--- config.mk ---
export PLATFORM = sky130hd
export DESIGN_NAME = key_expand_inv_flat
export DESIGN_NICKNAME = d
export VERILOG_FILES = /design/src/rtl/key_expand_inv_if.sv /design/src/rtl/key_expand_inv.sv /design/src/flat_wrapper.sv
export SDC_FILE = /design/constraint.sdc
export NUM_CORES = 2
export LEC_CHECK = 0
export CAP_MARGIN = 10
export CORE_AREA = 2 2 445 447
export DETAILED_ROUTE_END_ITERATION = 8
export DIE_AREA = 0 0 447 449
export HOLD_SLACK_MARGIN = 0.02
export PLACE_DENSITY = 0.71
export SYNTH_ARGS = -nofsm -noshare
export SYNTH_HDL_FRONTEND = slang
export SYNTH_SLANG_ARGS = --single-unit
--- constraint.sdc ---
create_clock -name clk -period 11.4 [get_ports clk]
set_clock_uncertainty 0.2 [all_clocks]
set_input_delay 1.71 -clock clk [delete_from_list [all_inputs] [get_ports clk]]
set_output_delay 1.71 -clock clk [all_outputs]
set_load 0.1 [all_outputs]
--- src/rtl/key_expand_inv_if.sv ---
// Control/read bundle for the inverse AES-128 key expander: the round-10 key load
// handshake plus the indexed round-key read port.
interface key_expand_inv_if;
   logic        start;
   logic [31:0] last_key;
   logic [1:0]  r_index;
   logic [3:0]  round_key_num;
   logic [31:0] round_key;
   logic        busy;
   logic        done;

   modport master (
      output start, last_key, r_index, round_key_num,
      input  round_key, busy, done
   );

   modport slave (
      input  start, last_key, r_index, round_key_num,
      output round_key, busy, done
   );
endinterface

--- src/rtl/key_expand_inv.sv ---
// Inverse AES-128 key schedule: loads round key 10 and walks back to round key 0,
// one round per cycle, keeping all 11 keys readable a word at a time.
module key_expand_inv (
   input logic           clk,
   input logic           reset,
   key_expand_inv_if.slave kif
);
   localparam logic [1:0] IDLE   = 2'd0;
   localparam logic [1:0] LOAD   = 2'd1;
   localparam logic [1:0] EXPAND = 2'd2;
   localparam logic [1:0] DONE   = 2'd3;

   // Forward S-box, entry 0x00 in the most-significant byte.
   localparam logic [2047:0] SBOX = {
      128'h637c777bf26b6fc53001672bfed7ab76, 128'hca82c97dfa5947f0add4a2af9ca472c0,
      128'hb7fd9326363ff7cc34a5e5f171d83115, 128'h04c723c31896059a071280e2eb27b275,
      128'h09832c1a1b6e5aa0523bd6b329e32f84, 128'h53d100ed20fcb15b6acbbe394a4c58cf,
      128'hd0efaafb434d338545f9027f503c9fa8, 128'h51a3408f929d38f5bcb6da2110fff3d2,
      128'hcd0c13ec5f974417c4a77e3d645d1973, 128'h60814fdc222a908846eeb814de5e0bdb,
      128'he0323a0a4906245cc2d3ac629195e479, 128'he7c8376d8dd54ea96c56f4ea657aae08,
      128'hba78252e1ca6b4c6e8dd741f4bbd8b8a, 128'h703eb5664803f60e613557b986c11d9e,
      128'he1f8981169d98e949b1e87e9ce5528df, 128'h8ca1890dbfe6426841992d0fb054bb16
   };

   function automatic logic [7:0] sbox(input logic [7:0] x);
      return SBOX[{~x, 3'b000} +: 8];
   endfunction

   function automatic logic [31:0] sub_word(input logic [31:0] w);
      return {sbox(w[31:24]), sbox(w[23:16]), sbox(w[15:8]), sbox(w[7:0])};
   endfunction

   function automatic logic [7:0] rcon(input logic [3:0] n);
      case (n)
         4'd1:    return 8'h01;
         4'd2:    return 8'h02;
         4'd3:    return 8'h04;
         4'd4:    return 8'h08;
         4'd5:    return 8'h10;
         4'd6:    return 8'h20;
         4'd7:    return 8'h40;
         4'd8:    return 8'h80;
         4'd9:    return 8'h1b;
         4'd10:   return 8'h36;
         default: return 8'h00;
      endcase
   endfunction

   logic [1:0]   state;
   logic [1:0]   load_count;
   logic [3:0]   rnd;
   logic [127:0] work;
   logic [127:0] round_keys [0:10];

   logic [31:0]  b0, b1, b2, b3;
   logic [127:0] prev_key;

   // b3 must be formed first: it feeds RotWord/SubWord for b0.
   always_comb begin
      b3       = work[31:0]  ^ work[63:32];
      b2       = work[63:32] ^ work[95:64];
      b1       = work[95:64] ^ work[127:96];
      b0       = work[127:96] ^ sub_word({b3[23:0], b3[31:24]}) ^ {rcon(rnd), 24'h0};
      prev_key = {b0, b1, b2, b3};
   end

   always_ff @(posedge clk) begin
      if (reset) begin
         state      <= IDLE;
         load_count <= 2'd0;
         rnd        <= 4'd0;
         work       <= '0;
         for (int i = 0; i < 11; i++) round_keys[i] <= '0;
      end else if (kif.start) begin
         state      <= LOAD;
         load_count <= 2'd0;
      end else begin
         case (state)
            LOAD: begin
               round_keys[10][{~load_count, 5'b00000} +: 32] <= kif.last_key;
               work       <= {work[95:0], kif.last_key};
               load_count <= load_count + 2'd1;
               if (load_count == 2'd3) begin
                  state <= EXPAND;
                  rnd   <= 4'd10;
               end
            end
            EXPAND: begin
               round_keys[rnd - 4'd1] <= prev_key;
               work <= prev_key;
               rnd  <= rnd - 4'd1;
               if (rnd == 4'd1) state <= DONE;
            end
            default: ;
         endcase
      end
   end

   always_comb begin
      kif.round_key = 32'h0;
      if (kif.round_key_num <= 4'd10)
         kif.round_key = round_keys[kif.round_key_num][{~kif.r_index, 5'b00000} +: 32];
   end

   assign kif.busy = (state == LOAD) || (state == EXPAND);
   assign kif.done = (state == DONE);
endmodule

--- src/flat_wrapper.sv ---
// flat-port wrapper written by rule: the top's interface ports become plain ports
module key_expand_inv_flat 
  (clk, reset, kif_start, kif_last_key, kif_r_index, kif_round_key_num, kif_round_key, kif_busy, kif_done);
  key_expand_inv_if kif_i ();
  input logic clk;
  input logic reset;
  input wire logic [$bits(kif_i.start)-1:0] kif_start;
  input wire logic [$bits(kif_i.last_key)-1:0] kif_last_key;
  input wire logic [$bits(kif_i.r_index)-1:0] kif_r_index;
  input wire logic [$bits(kif_i.round_key_num)-1:0] kif_round_key_num;
  output wire logic [$bits(kif_i.round_key)-1:0] kif_round_key;
  output wire logic [$bits(kif_i.busy)-1:0] kif_busy;
  output wire logic [$bits(kif_i.done)-1:0] kif_done;
  assign kif_i.start = kif_start;
  assign kif_i.last_key = kif_last_key;
  assign kif_i.r_index = kif_r_index;
  assign kif_i.round_key_num = kif_round_key_num;
  assign kif_round_key = kif_i.round_key;
  assign kif_busy = kif_i.busy;
  assign kif_done = kif_i.done;
  key_expand_inv u_core (.clk(clk), .reset(reset), .kif(kif_i));
endmodule
# Word-level counts from Yosys, hierarchy flattened
# Memory sizes are Yosys's and may differ from the RTL's. A register that Yosys moved wholly into a read port is not among the register bits.
# Index checks and enable logic that the tools add are counted.
# W data, S select, Z words.
dict set report word_totals {
  output_inout_bits 34
  ram_bits 1408
  regBits 136
  n_memories 2
  romBits 128
}
# memory depth width rd rd_ports_with_merged_regs write_ports line
set mem_list {}
lappend mem_list {u_core.round_keys 11 128 1 0 11 key_expand_inv.sv:53} ;# logic [127:0] round_keys [0:10];
lappend mem_list {{(no name shown)} 16 8 1 1 0 key_expand_inv.sv:34} ;# case (n)
dict set report op_classes {
  n_shift 7
  n_lt_le_gt_ge 1
  muxes 151
  n_bitwise 140
  reduce_logical 9
  eq_ne 9
  addsub 3
}
# operator count
set op_table {}
lappend op_table {{$shiftx A2048 B12 Y8 const A} 4}
lappend op_table {{$mux W128} 2}
lappend op_table {{$pmux W128 S2} 1}
lappend op_table {{$xor A32 B32 Y32} 5}
lappend op_table {{$mux W1} 139}
lappend op_table {{$or A1 B1 Y1} 128}
lappend op_table {{$reduce_or A128 Y1} 1}
lappend op_table {{$shift A32 B9 Y128 const A} 1}
lappend op_table {{$shiftx A128 B8 Y32} 1}
lappend op_table {{$shiftx A32 B9 Y128} 1}
lappend op_table {{$mux W32} 1}
lappend op_table {{$not A8 Y8} 4}
lappend op_table {{$mux W4} 4}
lappend op_table {{$neg A7 Y9} 1}
lappend op_table {{$reduce_and A3 Y1} 3}
lappend op_table {{$pmux W4 S2} 1}
lappend op_table {{$eq A2 B2 Y1 const B} 3}
lappend op_table {{$ne A3 B2 Y1 const B} 2}
lappend op_table {{$eq A4 B1 Y1 const B} 1}
lappend op_table {{$le A4 B4 Y1 const B} 1}
lappend op_table {{$mux W2} 2}
lappend op_table {{$ne A2 B1 Y1 const B} 2}
lappend op_table {{$not A2 Y2} 2}
lappend op_table {{$pmux W2 S2} 1}
lappend op_table {{other kinds (9)} 9}

# Logic depth before layout (Yosys ltp)
dict set report logic_depth {
  ltp_word 7
  mapped_depth 16
  ltp_nobuf 12
}

# Least setup slack after synthesis
# Ideal clock, no wire load.
dict set report synth_path {
  kind {input to register}
  start {in reset}
  end {mem u_core.round_keys[14][0] (enable)}
  t_arrival_ns 11.327
  setup_slack_ns -0.899
  cell_stages 7
  setup_ns 0.772
  required_time_ns 10.428
  cell_sequence {clkbuf_1 > nor2_1 > nand2_1 > clkbuf_1 > nor2_1 > nand2_1 > nor3_1}
}
# item line
set synth_lines {}
lappend synth_lines {{from (decl)} flat_wrapper.sv:6} ;# input logic reset;
lappend synth_lines {{to (decl)} key_expand_inv.sv:53}

# Worst setup path in the final report
dict set report layout_path {
  start {in kif_round_key_num[1]}
  end {out kif_round_key[2]}
}
dict set report layout_between {
  elab_chain_cells 3
}
# item line
set layout_rtl {}
lappend layout_rtl {{from (decl)} flat_wrapper.sv:10} ;# input wire logic [$bits(kif_i.round_key_num)-1:0] kif_round_key_num;
lappend layout_rtl {{$mem_v2 Z11 W128} -}
lappend layout_rtl {{$shiftx A128 B8 Y32} key_expand_inv.sv:102} ;# kif.round_key = round_keys[kif.round_key_num][{~kif.r_index, 5'b00000} +: 32];
lappend layout_rtl {{$mux W32 (*)} key_expand_inv.sv:101} ;# if (kif.round_key_num <= 4'd10)
lappend layout_rtl {{to (decl)} flat_wrapper.sv:11} ;# output wire logic [$bits(kif_i.round_key)-1:0] kif_round_key;
# Mark *: on every way between the ends. The rest lies on a longest branch, timed or not.

==> summary.txt <==
Status
  – Status: complete, no violations

Logic synthesis
  – Post-synth EDFFs: 2,048
  – Seq/Total Area, Yosys: 59.9%
  – Syn. warnings: 0
  – Avg Inst Size Synth: 13.1 sq um
  – Ys async rst share: 0%
  – Syn Std Cell Area: 107,000 sq um
  – Post-Syn Instances: 8,229
  – Net count after synthesis: 8,337
  – Ys flop type: edfxtp_1
  – #FFs+latches synth: 2,192
  – Post-synth cell types: 89

Cells and area
  – Final nets: 7,944
  – Area of the multi-input gates: 39,800 sq um
  – Synthesis-to-layout area growth: 9.04%
  – FF+latch area: 64,400 sq um
  – Layout cells sized above 1: 16.6%
  – Fin area: 117,000 sq um
  – Fillers: 14,698

CTS
  – Post-CTS Setup Inserts: 0
  – CTS resizes: 0
  – Max Buffers Root-to-Sink: 3
  – CTS H-tree lvls: 4
  – Root Buffer: clkbuf_16
  – Clock slew at reported path FFs: 60 ps
  – Cts bufs inserted: 210
  – Cts hold-fix bufs: 0
  – CTS tree: built
  – Sink Count: 2,192
  – Worst skew pair latency: 870 ps

Routing
  – # DRC: 0
  – Via count: 76,967
  – DR pass1 iterations: 8
  – Antenna Nets Post-Route: 0
  – Final WL: 364 mm
  – Starting DRT DRC Count: 14,036
  – Number of vias per cell: 7.21
  – DR WL/cell: 34.0 um

Global routing
  – Vias in the first global route: 73,741
  – First-pass GRT wire length: 522 mm
  – Total GRT Usage: 36.0%
  – Antenna violations before repair: 31
  – Largest net degree at the start of global routing: 120
  – GRT Residual Overflow: 0

Floorplan
  – Die Wd: 447 um
  – # IOs: 75
  – Die Y: 449 um
  – Core area: 196,000 sq um
  – # rows: 163
  – Die Area: 201,000 sq um
  – Starting Density: 54.8%

Timing
  – Unrepaired setup endpoints after global routing: false
  – Slew headroom: 7.19%
  – Fin. Hold Viols: 0
  – WHS: 344 ps
  – Final Cycle Share: 70.5%
  – Achievable Freq: 0.124 GHz
  – Finish-stage setup viols: 0
  – Max-slew violation count: 0
  – Worst-margin pin slew: 1390 ps
  – Min cycle time layout: 8040 ps

Worst setup path
  – Crit path kind: in2out
  – Top Family by Delay on Critical Path: buffers and inverters
  – CP max FO: 101
  – Crit-path slowest cell: clkdlybuf4s50_1
  – Crit path largest cell delay: 1170 ps
  – Worst path bufs/invs: 3
  – Arrival time worst endpoint: 6130 ps
  – CP Launch Type: input pin
  – Most common cell type on the critical path: mux4_2
  – Crit end category: output pin
  – Crit path required time: 9490 ps
  – CP cell instances: buf_8, buf_4, mux4_2, mux4_2, mux4_2, nor2b_1, clkdlybuf4s50_1

Pwr
  – IR drop worst, VDD: 0.000174 V
  – Pwr Total: 18.3 mW
  – Pwr dens: 156 nW/um^2
  – Leakage: 39.3 nW

Placement
  – Detail Placement HPWL: 199 mm
  – Gpl congestion: 0.962
  – Buffers on Ports: 74
  – Placement Cell Area: 110,000 sq um

Flow run
  – Max-Cap Viols: 0

Min path
  – Hold Crit Class: reg2reg
flip-flops by register name, indices dropped and copies added, names as in the netlist, named ones only:
name	cells
u_core.round_keys	2048
u_core.work	128
u_core.rnd	4
u_core.load_count	2
u_core.state	2
synthesized netlist by cell type (12+ instances only):
master	count	share of area (%)
nand2b_1	18	0.10
buf_1	99	0.35
xnor2_1	59	0.48
nor2_1	1528	5.3
a311o_1	12	0.11
o22ai_1	26	0.15
nand2_1	582	2.0
a311oi_1	51	0.42
o2bb2ai_1	37	0.30
o311ai_0	41	0.33
xor2_1	99	0.81
a22oi_1	18	0.13
nor2b_1	36	0.21
nand4_1	12	0.070
a221oi_1	35	0.29
mux4_2	707	15
nand3_1	194	0.90
a32oi_1	15	0.12
or3_1	19	0.11
inv_1	130	0.45
nor4_1	12	0.070
dfxtp_1	144	2.7
a21oi_1	290	1.4
and3_1	22	0.13
a31oi_1	87	0.51
o211ai_1	77	0.54
o311a_1	17	0.16
o21ai_0	408	1.9
mux2i_1	24	0.22
o2111ai_1	16	0.13
clkbuf_1	618	2.2
a2111oi_0	14	0.11
o221ai_1	25	0.20
a211oi_1	66	0.46
a22o_1	64	0.52
ha_1	67	0.78
nor3_1	136	0.63
edfxtp_1	2048	57
a211o_1	12	0.098
buf_2	136	0.63
mux2_2	18	0.19
o31ai_1	26	0.18
per-stage QoR:
stage / utilization [%] / TNS [ps] / setup slack (ps) / instances
2_1_floorplan: - / -230020 / -899 / 8229
3_3_place_gp: 56.2 / 0 / 3430 / 10260
3_5_place_dp: 56.3 / 0 / 3400 / 10261
4_1_cts: 59.7 / 0 / 3400 / 10649
5_1_grt: 59.7 / 0 / 3230 / 10671
6_report: 59.7 / 0 / 3360 / 10682
final timing paths:
kind | slack (ps) | endpoint | cells after the start | from
hold reg to reg | 340 | u_core.work[118] | 2 | u_core.work[118]
setup / recovery | 3360 | kif_round_key[2] | 7 | kif_round_key_num[1]
hold / removal | 340 | u_core.work[118] | 2 | u_core.work[118]
setup reg to reg | 5360 | u_core.round_keys[14][104] | 12 | u_core.work[34]
cells in the final DEF, fill, tap and decap left out, types with 66 or more instances in the layout:
master / count
a21oi_1: 290
nand3_1: 192
nor2_1: 1523
a31oi_1: 87
nor3_1: 133
dfxtp_1: 144
clkbuf_16: 215
edfxtp_1: 2048
o211ai_1: 77
clkdlybuf4s50_1: 67
xor2_1: 81
ha_1: 66
inv_1: 128
o21ai_0: 408
nand2_1: 564
a211oi_1: 66
mux4_2: 707
buf_4: 163
final cells by class:
type | instances | area share, %
Antenna cell | 30 | 0.0641
Multi-Input combinational cell | 5036 | 33.9
Clock inverter | 99 | 0.788
Clock buffer | 289 | 4.91
Sequential cell | 2192 | 55.0
Timing Repair Buffer | 259 | 2.08
Tap cell | 2640 | 2.82
Inverter | 137 | 0.445
cell families (layout without fill, tap and decap cells):
kind of cell / after synthesis / count (layout) / share of synthesized area (%)
AO/OA/AOI/OAI: 1439 / 1439 / 8.89
multiplexers: 750 / 750 / 15.2
adder cells (fa/ha/maj): 68 / 68 / 0.790
AND/OR/NAND/NOR: 2606 / 2606 / 9.91
other: 0 / 30 / 0
flip-flops: 2192 / 2192 / 59.9
buffers and inverters: 1001 / 784 / 3.71
XOR/XNOR: 173 / 173 / 1.53
tightest hold or removal path, stage by stage, from the launching register on:
cell and delay (ps):
dfxtp_1 360, nand2_1 80, a21oi_1 60
metal layers:
layer  track usage, %  part of all wire [%]  routed length, um  vias to the layer above
li1                 -                     -                  -                    30462
met5                0                 0.060                217                        -
met1             49.5                    34             125000                    38271
met3             11.4                    16              57800                     1202
met2             52.6                    44             162000                     7014
met4             16.7                   5.3              19300                       18
power by group:
| group | internal (mW) | switching, mW | total, mW |
|---|---|---|---|
| sequential | 8.93 | 0.0852 | 9.02 |
| combinational | 0.784 | 1.63 | 2.42 |
| clock | 3.84 | 3.03 | 6.87 |
| total | 13.6 | 4.75 | 18.3 |
Note: power is estimated with default switching activity, not from simulation.
